$ cat src/rtl/seven_seg_pkg.sv
// Shared constants and types for the 4-digit seven-segment scanner.
// Contents:
//   NUM_DIGITS, SEG_BLANK, AN_OFF    display geometry and idle levels
//   SEG_DP .. SEG_G                  bit positions inside one packed segment byte
//   phase_e                          position within one digit step
package seven_seg_pkg;

  localparam int unsigned NUM_DIGITS = 4;
  localparam logic [7:0]  SEG_BLANK  = 8'hFF;
  localparam logic [3:0]  AN_OFF     = 4'b1111;

  // Segment bit positions within a byte (active-low on the pins).
  localparam int unsigned SEG_DP = 0;
  localparam int unsigned SEG_A  = 1;
  localparam int unsigned SEG_B  = 2;
  localparam int unsigned SEG_C  = 3;
  localparam int unsigned SEG_D  = 4;
  localparam int unsigned SEG_E  = 5;
  localparam int unsigned SEG_F  = 6;
  localparam int unsigned SEG_G  = 7;

  typedef enum logic [1:0] {
    S_BLANK,
    S_ON,
    S_OFF
  } phase_e;

  // Active-low anode pattern selecting a single digit.
  function automatic logic [3:0] anode_sel(input logic [1:0] idx);
    return ~(4'b0001 << idx);
  endfunction

endpackage

$ cat src/rtl/scan_tick_gen.sv
// Timebase for the scanner: per-step cycle counter, digit index and blink phase.
// Ports:
//   clk, rst        clock, synchronous active-high reset
//   step_cnt_o      cycle position inside the current digit step (0..STEP_DIV-1)
//   idx_o           digit currently being scanned (0 = ones)
//   frame_wrap_o    high on the last cycle of the thousands step (word latch point)
//   blink_phase_o   toggles every BLINK_FRAMES frames; 1 = blinking digits dark
module scan_tick_gen
  import seven_seg_pkg::*;
#(
  parameter int unsigned STEP_DIV     = 100000,
  parameter int unsigned BLINK_FRAMES = 125,
  localparam int unsigned CW          = $clog2(STEP_DIV),
  localparam int unsigned FW          = (BLINK_FRAMES > 1) ? $clog2(BLINK_FRAMES) : 1
) (
  input  logic          clk,
  input  logic          rst,
  output logic [CW-1:0] step_cnt_o,
  output logic [1:0]    idx_o,
  output logic          frame_wrap_o,
  output logic          blink_phase_o
);

  localparam logic [CW-1:0] STEP_LAST  = CW'(STEP_DIV - 1);
  localparam logic [FW-1:0] FRAME_LAST = FW'(BLINK_FRAMES - 1);
  localparam logic [1:0]    IDX_LAST   = 2'(NUM_DIGITS - 1);

  logic [CW-1:0] step_cnt_q, step_cnt_d;
  logic [1:0]    idx_q, idx_d;
  logic [FW-1:0] frame_cnt_q, frame_cnt_d;
  logic          blink_phase_q, blink_phase_d;
  logic          wrap, frame_wrap;

  assign wrap       = (step_cnt_q == STEP_LAST);
  assign frame_wrap = wrap && (idx_q == IDX_LAST);

  always_comb begin
    step_cnt_d    = wrap ? '0 : step_cnt_q + CW'(1);
    idx_d         = idx_q;
    frame_cnt_d   = frame_cnt_q;
    blink_phase_d = blink_phase_q;
    if (wrap) begin
      idx_d = (idx_q == IDX_LAST) ? 2'd0 : idx_q + 2'd1;
    end
    if (frame_wrap) begin
      if (frame_cnt_q == FRAME_LAST) begin
        frame_cnt_d   = '0;
        blink_phase_d = ~blink_phase_q;
      end else begin
        frame_cnt_d = frame_cnt_q + FW'(1);
      end
    end
  end

  always_ff @(posedge clk) begin
    if (rst) begin
      step_cnt_q    <= '0;
      idx_q         <= IDX_LAST;
      frame_cnt_q   <= '0;
      blink_phase_q <= 1'b0;
    end else begin
      step_cnt_q    <= step_cnt_d;
      idx_q         <= idx_d;
      frame_cnt_q   <= frame_cnt_d;
      blink_phase_q <= blink_phase_d;
    end
  end

  assign step_cnt_o    = step_cnt_q;
  assign idx_o         = idx_q;
  assign frame_wrap_o  = frame_wrap;
  assign blink_phase_o = blink_phase_q;

endmodule

$ cat src/rtl/seven_seg_scanner.sv
// Time-multiplexed driver for a common-anode 4-digit seven-segment display.
// The packed segment word is latched once per frame so a mid-scan change never tears.
// Each digit step is: dead time (all anodes off), lit window sized by brightness, dark rest.
// Ports:
//   clk, rst      clock, synchronous active-high reset
//   sevenSeg      packed active-low segments, [31:24] leftmost .. [7:0] ones
//   brightness    0 = dimmest, 7 = full
//   blink_mask    bit i blinks digit i (0 = ones)
//   an            active-low anodes, an[3] = leftmost
//   seg           active-low cathodes, same bit order as a sevenSeg byte
//   frame_start   one-cycle pulse when a freshly latched frame begins
module seven_seg_scanner
  import seven_seg_pkg::*;
#(
  parameter int unsigned STEP_DIV     = 100000,
  parameter int unsigned BLANK_CYC    = 2000,
  parameter int unsigned BLINK_FRAMES = 125
) (
  input  logic        clk,
  input  logic        rst,
  input  logic [31:0] sevenSeg,
  input  logic [2:0]  brightness,
  input  logic [3:0]  blink_mask,
  output logic [3:0]  an,
  output logic [7:0]  seg,
  output logic        frame_start
);

  localparam int unsigned CW  = $clog2(STEP_DIV);
  // Three extra bits so active*(brightness+1) cannot overflow before the >>3.
  localparam int unsigned OLW = CW + 3;
  localparam logic [OLW-1:0] ACTIVE_CYC = OLW'(STEP_DIV - BLANK_CYC);
  localparam logic [OLW-1:0] BLANK_END  = OLW'(BLANK_CYC);

  logic [CW-1:0]  step_cnt;
  logic [1:0]     idx;
  logic           frame_wrap;
  logic           blink_phase;

  logic [31:0]    shadow_q, shadow_d;
  logic [OLW-1:0] on_len_q, on_len_d;
  logic [3:0]     an_q, an_d;
  logic [7:0]     seg_q, seg_d;
  logic           frame_start_q, frame_start_d;

  logic [OLW-1:0] on_prod;
  logic [OLW-1:0] step_pos;
  phase_e         phase;
  logic           lit;

  scan_tick_gen #(
    .STEP_DIV     (STEP_DIV),
    .BLINK_FRAMES (BLINK_FRAMES)
  ) u_tick (
    .clk           (clk),
    .rst           (rst),
    .step_cnt_o    (step_cnt),
    .idx_o         (idx),
    .frame_wrap_o  (frame_wrap),
    .blink_phase_o (blink_phase)
  );

  assign step_pos = OLW'(step_cnt);
  assign on_prod  = ACTIVE_CYC * (OLW'(brightness) + OLW'(1));

  always_comb begin
    if (step_pos < BLANK_END) begin
      phase = S_BLANK;
    end else if (step_pos < BLANK_END + on_len_q) begin
      phase = S_ON;
    end else begin
      phase = S_OFF;
    end
  end

  assign lit = (phase == S_ON) && !(blink_phase && blink_mask[idx]);

  always_comb begin
    shadow_d      = frame_wrap ? sevenSeg : shadow_q;
    // Brightness only takes effect at a step boundary so a step is never cut short.
    on_len_d      = (step_cnt == '0) ? (on_prod >> 3) : on_len_q;
    frame_start_d = frame_wrap;
    an_d          = AN_OFF;
    seg_d         = SEG_BLANK;
    if (lit) begin
      // Anode and byte are chosen from the same idx, so they can never disagree.
      an_d  = anode_sel(idx);
      seg_d = shadow_q[{idx, 3'b000} +: 8];
    end
  end

  always_ff @(posedge clk) begin
    if (rst) begin
      shadow_q      <= 32'hFFFF_FFFF;
      on_len_q      <= '0;
      an_q          <= AN_OFF;
      seg_q         <= SEG_BLANK;
      frame_start_q <= 1'b0;
    end else begin
      shadow_q      <= shadow_d;
      on_len_q      <= on_len_d;
      an_q          <= an_d;
      seg_q         <= seg_d;
      frame_start_q <= frame_start_d;
    end
  end

  assign an          = an_q;
  assign seg         = seg_q;
  assign frame_start = frame_start_q;

endmodule

$ cat config.mk
export PLATFORM = sky130hd
export DESIGN_NAME = seven_seg_scanner
export DESIGN_NICKNAME = d
export VERILOG_FILES = /design/src/rtl/seven_seg_pkg.sv /design/src/rtl/scan_tick_gen.sv /design/src/rtl/seven_seg_scanner.sv
export SDC_FILE = /design/constraint.sdc
export NUM_CORES = 1
export LEC_CHECK = 0
export BUFFER_PORTS_ARGS = -buffer_cell sky130_fd_sc_hd__buf_2
export CAP_MARGIN = 15
export CORE_MARGIN = 3
export CORE_UTILIZATION = 45
export DETAILED_ROUTE_END_ITERATION = 7
export PLACE_DENSITY = 0.73
export SYNTH_ARGS = -nofsm -noshare
export SYNTH_HDL_FRONTEND = slang
export SYNTH_HIERARCHICAL = 1
export SYNTH_SLANG_ARGS = --single-unit
$ cat constraint.sdc
create_clock -name clk -period 4.2 [get_ports clk]
set_input_delay 0 -clock clk [delete_from_list [all_inputs] [get_ports clk]]
set_output_delay 0 -clock clk [all_outputs]
set_load 0.02 [all_outputs]
# After elaboration in Yosys (flattened, before gate mapping)
# Index checks and enable logic that the tools add are counted.
dict set report totals {
  register_bits 88
  inputBits 41
  output_inout_bits 13
  elab_cells 41
}
dict set report classes {
  addsub 5
  n_mul 1
  magnitude_cmp 3
  n_eq_ne 4
  n_shift 2
  n_mux 6
  bitwise_logic 3
  n_reduce_logical 8
}
# cell n
set ops {}
lappend ops {{$shiftx A32 B6 Y8} 1}
lappend ops {{$add A11 B17 Y18 const A} 1}
lappend ops {{$lt A17 B18 Y1} 1}
lappend ops {{$add A17 B1 Y17 const B} 1}
lappend ops {{$eq A17 B17 Y1 const B} 1}
lappend ops {{$logic_not A17 Y1} 1}
lappend ops {{$lt A17 B11 Y1 const B} 1}
lappend ops {{$mul A13 B4 Y16 const A} 1}
lappend ops {{$add A7 B1 Y7 const B} 1}
lappend ops {{$eq A7 B7 Y1 const B} 1}
lappend ops {{$mux W7} 1}
lappend ops {{$mux W2} 3}
lappend ops {{$add A3 B1 Y4 const B} 1}
lappend ops {{$not A4 Y4} 1}
lappend ops {{$reduce_or A2 Y1} 2}
lappend ops {{$shl A1 B2 Y4 const A} 1}
lappend ops {{$logic_and A1 B1 Y1} 3}
lappend ops {{$lt A2 B3 Y1 const B} 1}
lappend ops {{$add A2 B1 Y2 const B} 1}
lappend ops {{$bmux W1 S2} 1}
lappend ops {{$eq A2 B1 Y1 const B} 1}
lappend ops {{$eq A2 B2 Y1 const B} 1}
lappend ops {{$not A1 Y1} 2}
lappend ops {{$reduce_and A2 Y1} 1}
lappend ops {{2 further kinds} 2}

# Depth between registers and ports, before layout
dict set report depth {
  ltp_word 8
  mapped_depth 14
  ltp_nobuf 13
}

# Cells and area by module
# Netlist, hierarchy kept.
# module n_inst cells_each area_per_inst_um2 seq_area_each_um2
set by_module_without_submodules {}
lappend by_module_without_submodules {seven_seg_scanner 1 401 3867.5 1221.2}
lappend by_module_without_submodules {scan_tick_gen 1 149 1322.5 540.5}

# Worst setup path after synthesis
# No wires, ideal clock.
dict set report synth_timing {
  path_type {input -> register}
  start {input brightness[0]}
  end {register on_len_q[15]}
  setup_ps 140
  arrival_time_ps 2958
  t_required_ps 4060
  path_slack_ps 1101
  stages 11
  path_buffers 1
  cell_sequence {ha_1 xor2_1 fa_1 fa_1 ha_1 clkbuf_1 a21oi_1 o21ai_0 o311ai_0 mux2i_1 o311ai_0}
}
dict set report synth_via {
  elab_chain_len 2
}
# element line_no
set synth_rtl {}
lappend synth_rtl {{from (decl)} seven_seg_scanner.sv:22} ;# input logic [2:0] brightness,
lappend synth_rtl {{$add A3 B1 Y4} seven_seg_scanner.sv:64} ;# assign on_prod = ACTIVE_CYC * (OLW'(brightness) + OLW'(1));
lappend synth_rtl {{$mul A13 B4 Y16} seven_seg_scanner.sv:64}
lappend synth_rtl {{to (signal assigned)} seven_seg_scanner.sv:101} ;# on_len_q <= on_len_d;
lappend synth_rtl {{to (decl)} seven_seg_scanner.sv:41} ;# logic [OLW-1:0] on_len_q, on_len_d;
# Every way passes these cells.
# A chain may end at the register's enable or synchronous reset.

# Worst setup path after layout
dict set report layout_timing {
  start {register on_len_q[6]}
  end {register an_q[3] (netlist: an[3])}
}
dict set report layout_via {
  elab_chain_len 8
}
# element line_no
set layout_rtl {}
lappend layout_rtl {{$add A11 B17 Y18} seven_seg_scanner.sv:69} ;# end else if (step_pos < BLANK_END + on_len_q) begin
lappend layout_rtl {{$lt A17 B18 Y1} seven_seg_scanner.sv:69}
lappend layout_rtl {{$mux W2} seven_seg_scanner.sv:69}
lappend layout_rtl {{$mux W2} seven_seg_scanner.sv:67} ;# if (step_pos < BLANK_END) begin
lappend layout_rtl {{$eq A2 B1 Y1} seven_seg_scanner.sv:76} ;# assign lit = (phase == S_ON) && !(blink_phase && blink_mask[idx]);
lappend layout_rtl {{$logic_and A1 B1 Y1} seven_seg_scanner.sv:76}
lappend layout_rtl {{$not A1 Y1 (no source line)} -}
lappend layout_rtl {{$reduce_or A2 Y1 (no source line)} -}
lappend layout_rtl {{to (signal assigned)} seven_seg_scanner.sv:102} ;# an_q <= an_d;
lappend layout_rtl {{to (decl)} seven_seg_scanner.sv:42} ;# logic [3:0] an_q, an_d;
# Every way passes these cells.

==> flow_summary.yaml <==
power:
  finalPower_mw: 2.34
  vdd_drop_max_mv: 0.249
  p_per_area_nw_per_um2: 379
  p_leak_nw: 2.44
finish:
  diodes: 0
  final_area_um2: 6160
  syn2layout_area_growth_pct: 18.7
  fill_cells: 938
  multiInputGateArea_um2: 3180
  final_util_pct: 55.8
  nets: 716
  finalNonFillerCells: 767
  seq_area_um2: 1760
  final_layout_size_suffix_gt1_share_pct: 14.8
logic_synthesis:
  netlist_instances: 550
  synth.yosys.warnings: 6
  ys_types: 59
  synthTopCellsByArea: "dfxtp_1, ha_1, a211o_1, nor2b_1, mux4_2"
  synth_edf_count: 0
  ys_seq_elements: 88
  synth_nets: 644
  synth_top_area_share_pct: 33.9
  ys.flop_type: "dfxtp_1"
  ys_seq_area_share_pct: 33.9
  postSynthAreaPerCell_um2: 9.44
  async_flop_share_pct: 0
  netlist_area_um2: 5190
  yosys.area.top_type: "dfxtp_1"
floorplan:
  die-height_um: 113
  die_area_um2: 12900
  core_um2: 11000
  pin_count: 54
  floorplan.initialDensity_pct: 47.1
  dieWidth_um: 113
  fp-row-count: 38
worst_setup_path:
  crit_start: "on_len_q[6]"
  crit_fanout: 12
  crit_type: "reg -> reg"
  r2r_cells: 10
  crit_required_ns: 4.40
  r2r_start: "on_len_q[6]"
  worst_ep_arrival_time_ns: 3.59
  endpoint_kind: "register"
  startpoint_type: "register"
clocking:
  path_clk_slew_ns: 0.06
  clock_sinks: 88
  cts_root_buf: "clkbuf_16"
  clock_path_buffers: 2
  clk_latency_ns: 0.34
  post_cts_buffers: 0
  tritoncts: "built"
  ctsResizeCount: 0
  htreeDepth: 3
  cts_buffers: 9
sta:
  clock_skew_ns: 0.00887
  final-setup-viol-count: 0
  worstMarginPinSlew_ns: 0.814
  timing.final.ws_setup_ns: 0.803
  fin_crit_sh_pct: 80.9
  timing.hold.ws_ns: 0.0198
  setup_tns_ns: 0
  layout_min_cycle_time_ns: 3.40
  fmax_ghz: 0.294
  slew_headroom_pct: 45.6
  rsz0062_at_grt: "false"
  hold_viol_final: 0
  final_max_slew_viol_count: 0
global_route:
  grt_util_all_layers_pct: 19.7
  antenna_found_initial: 0
  grt_pass1_wl_mm: 20.6
  grt.overflow.total: 0
  grt_max_degree: 39
  grt_pass1_vias: 4278
job:
  maxCapViolCount: 0
place:
  portBuffers: 53
  place_congestion: 0.869
  dp_hpwl_mm: 8.82
  pre_cts_slack_ns: 0.498
  postPlaceCellArea_um2: 5530
  dp.cells: 719
outcome:
  status: "completed"
routing:
  via_per_inst: 5.62
  drt_iter0_drc: 290
  dr_total_vias: 4313
  drt-pass1-iter-count: 4
  wl_per_cell_um: 16.1
  routed_wirelength_mm: 12.4
  drtAntennaViolNets: 0
  drc_errors: 0
worst_hold_path:
  worst_hold_startpoint: "brightness[0]"
  hold_class: "in -> reg"
  whs_path_depth: 2
path summary, 6_finish.rpt:
| path | endpoint | slack [ns] |
|---|---|---|
| setup / recovery | an[3] | 0.80 |
| hold reg to reg | u_tick/step_cnt_o[0] | 0.49 |
| setup reg to reg | an[3] | 0.80 |
| hold / removal | on_len_q[1] | 0.02 |
layer usage:
layer / up-vias / GRT usage, % / routed length (um)
li1: 2134 / - / -
met3: 28 / 3.82 / 459
met4: 0 / 7.13 / 277
met5: - / 0 / 0
met2: 91 / 32.9 / 6080
met1: 2060 / 25.4 / 5540
synth_stat cells (all sizes together), types with 14 or more instances:
library cell / instances
nand2: 28
clkbuf: 15
buf: 15
o21ai: 17
inv: 24
ha: 46
nand3: 20
xor2: 14
a21oi: 22
nor2: 39
dfxtp: 88
a211o: 34
xnor2: 22
nor2b: 35
power breakdown:
part           internal [mW]  switching [mW]  total [mW]
clock network          0.483           0.338       0.821
logic                  0.266           0.332       0.598
registers              0.872          0.0443       0.917
area by class of cell:
class / instances / area share, %
timing repair buffer: 91 / 10.4
clock buffer: 11 / 3.94
sequential: 88 / 28.6
inverter: 24 / 1.46
multi-input combinational: 408 / 51.7
clock inverter: 5 / 1.06
tap: 140 / 2.84
cell usage in the layout, fill, tap and decap left out, types with 12 or more instances in the layout:
cell type	instances
nand3b_1	13
ha_1	46
nor2_1	38
dfxtp_1	88
xor2_1	14
nand4_1	12
nand2_1	28
nand3_1	19
buf_2	53
a21oi_1	22
a211o_1	34
inv_1	24
nor2b_1	35
xnor2_1	22
a211oi_1	13
dlygate4sd3_1	32
o21ai_0	17
timing repair:
item,in CTS,in global routing
endpoints found under the setup margin,0,0
hold buffers,32,0
hold endpoints to repair,32,0
state kept, by name, summed over array words and instances, names as in the netlist:
name                  flops
u_tick/frame_cnt_q        7
frame_start               1
an                        4
u_tick/step_cnt_o        17
seg                       8
u_tick/idx_o              2
u_tick/blink_phase_o      1
shadow_q                 32
on_len_q                 16
logic make-up after synthesis:
family | after synthesis | share of synthesized area, %
adder cells (fa/ha/maj) | 53 | 13.8
XOR/XNOR | 36 | 6.08
buffers and inverters | 54 | 4.89
AND/OR/NAND/NOR | 196 | 21.4
AO/OA/AOI/OAI | 112 | 15.6
multiplexers | 11 | 4.32
flip-flops | 88 | 33.9
critical path, stage by stage (launching register included):
cell and delay (ns):
dfxtp_1 0.36, or4_4 0.54, o31ai_1 0.44, nor2_1 0.12
xnor2_1 0.17, ha_1 0.22, a21o_1 0.18, a211oi_1 0.31
o221ai_1 0.22, o221ai_2 0.54, nand4_1 0.16
Power figures use the tool's default switching activity.
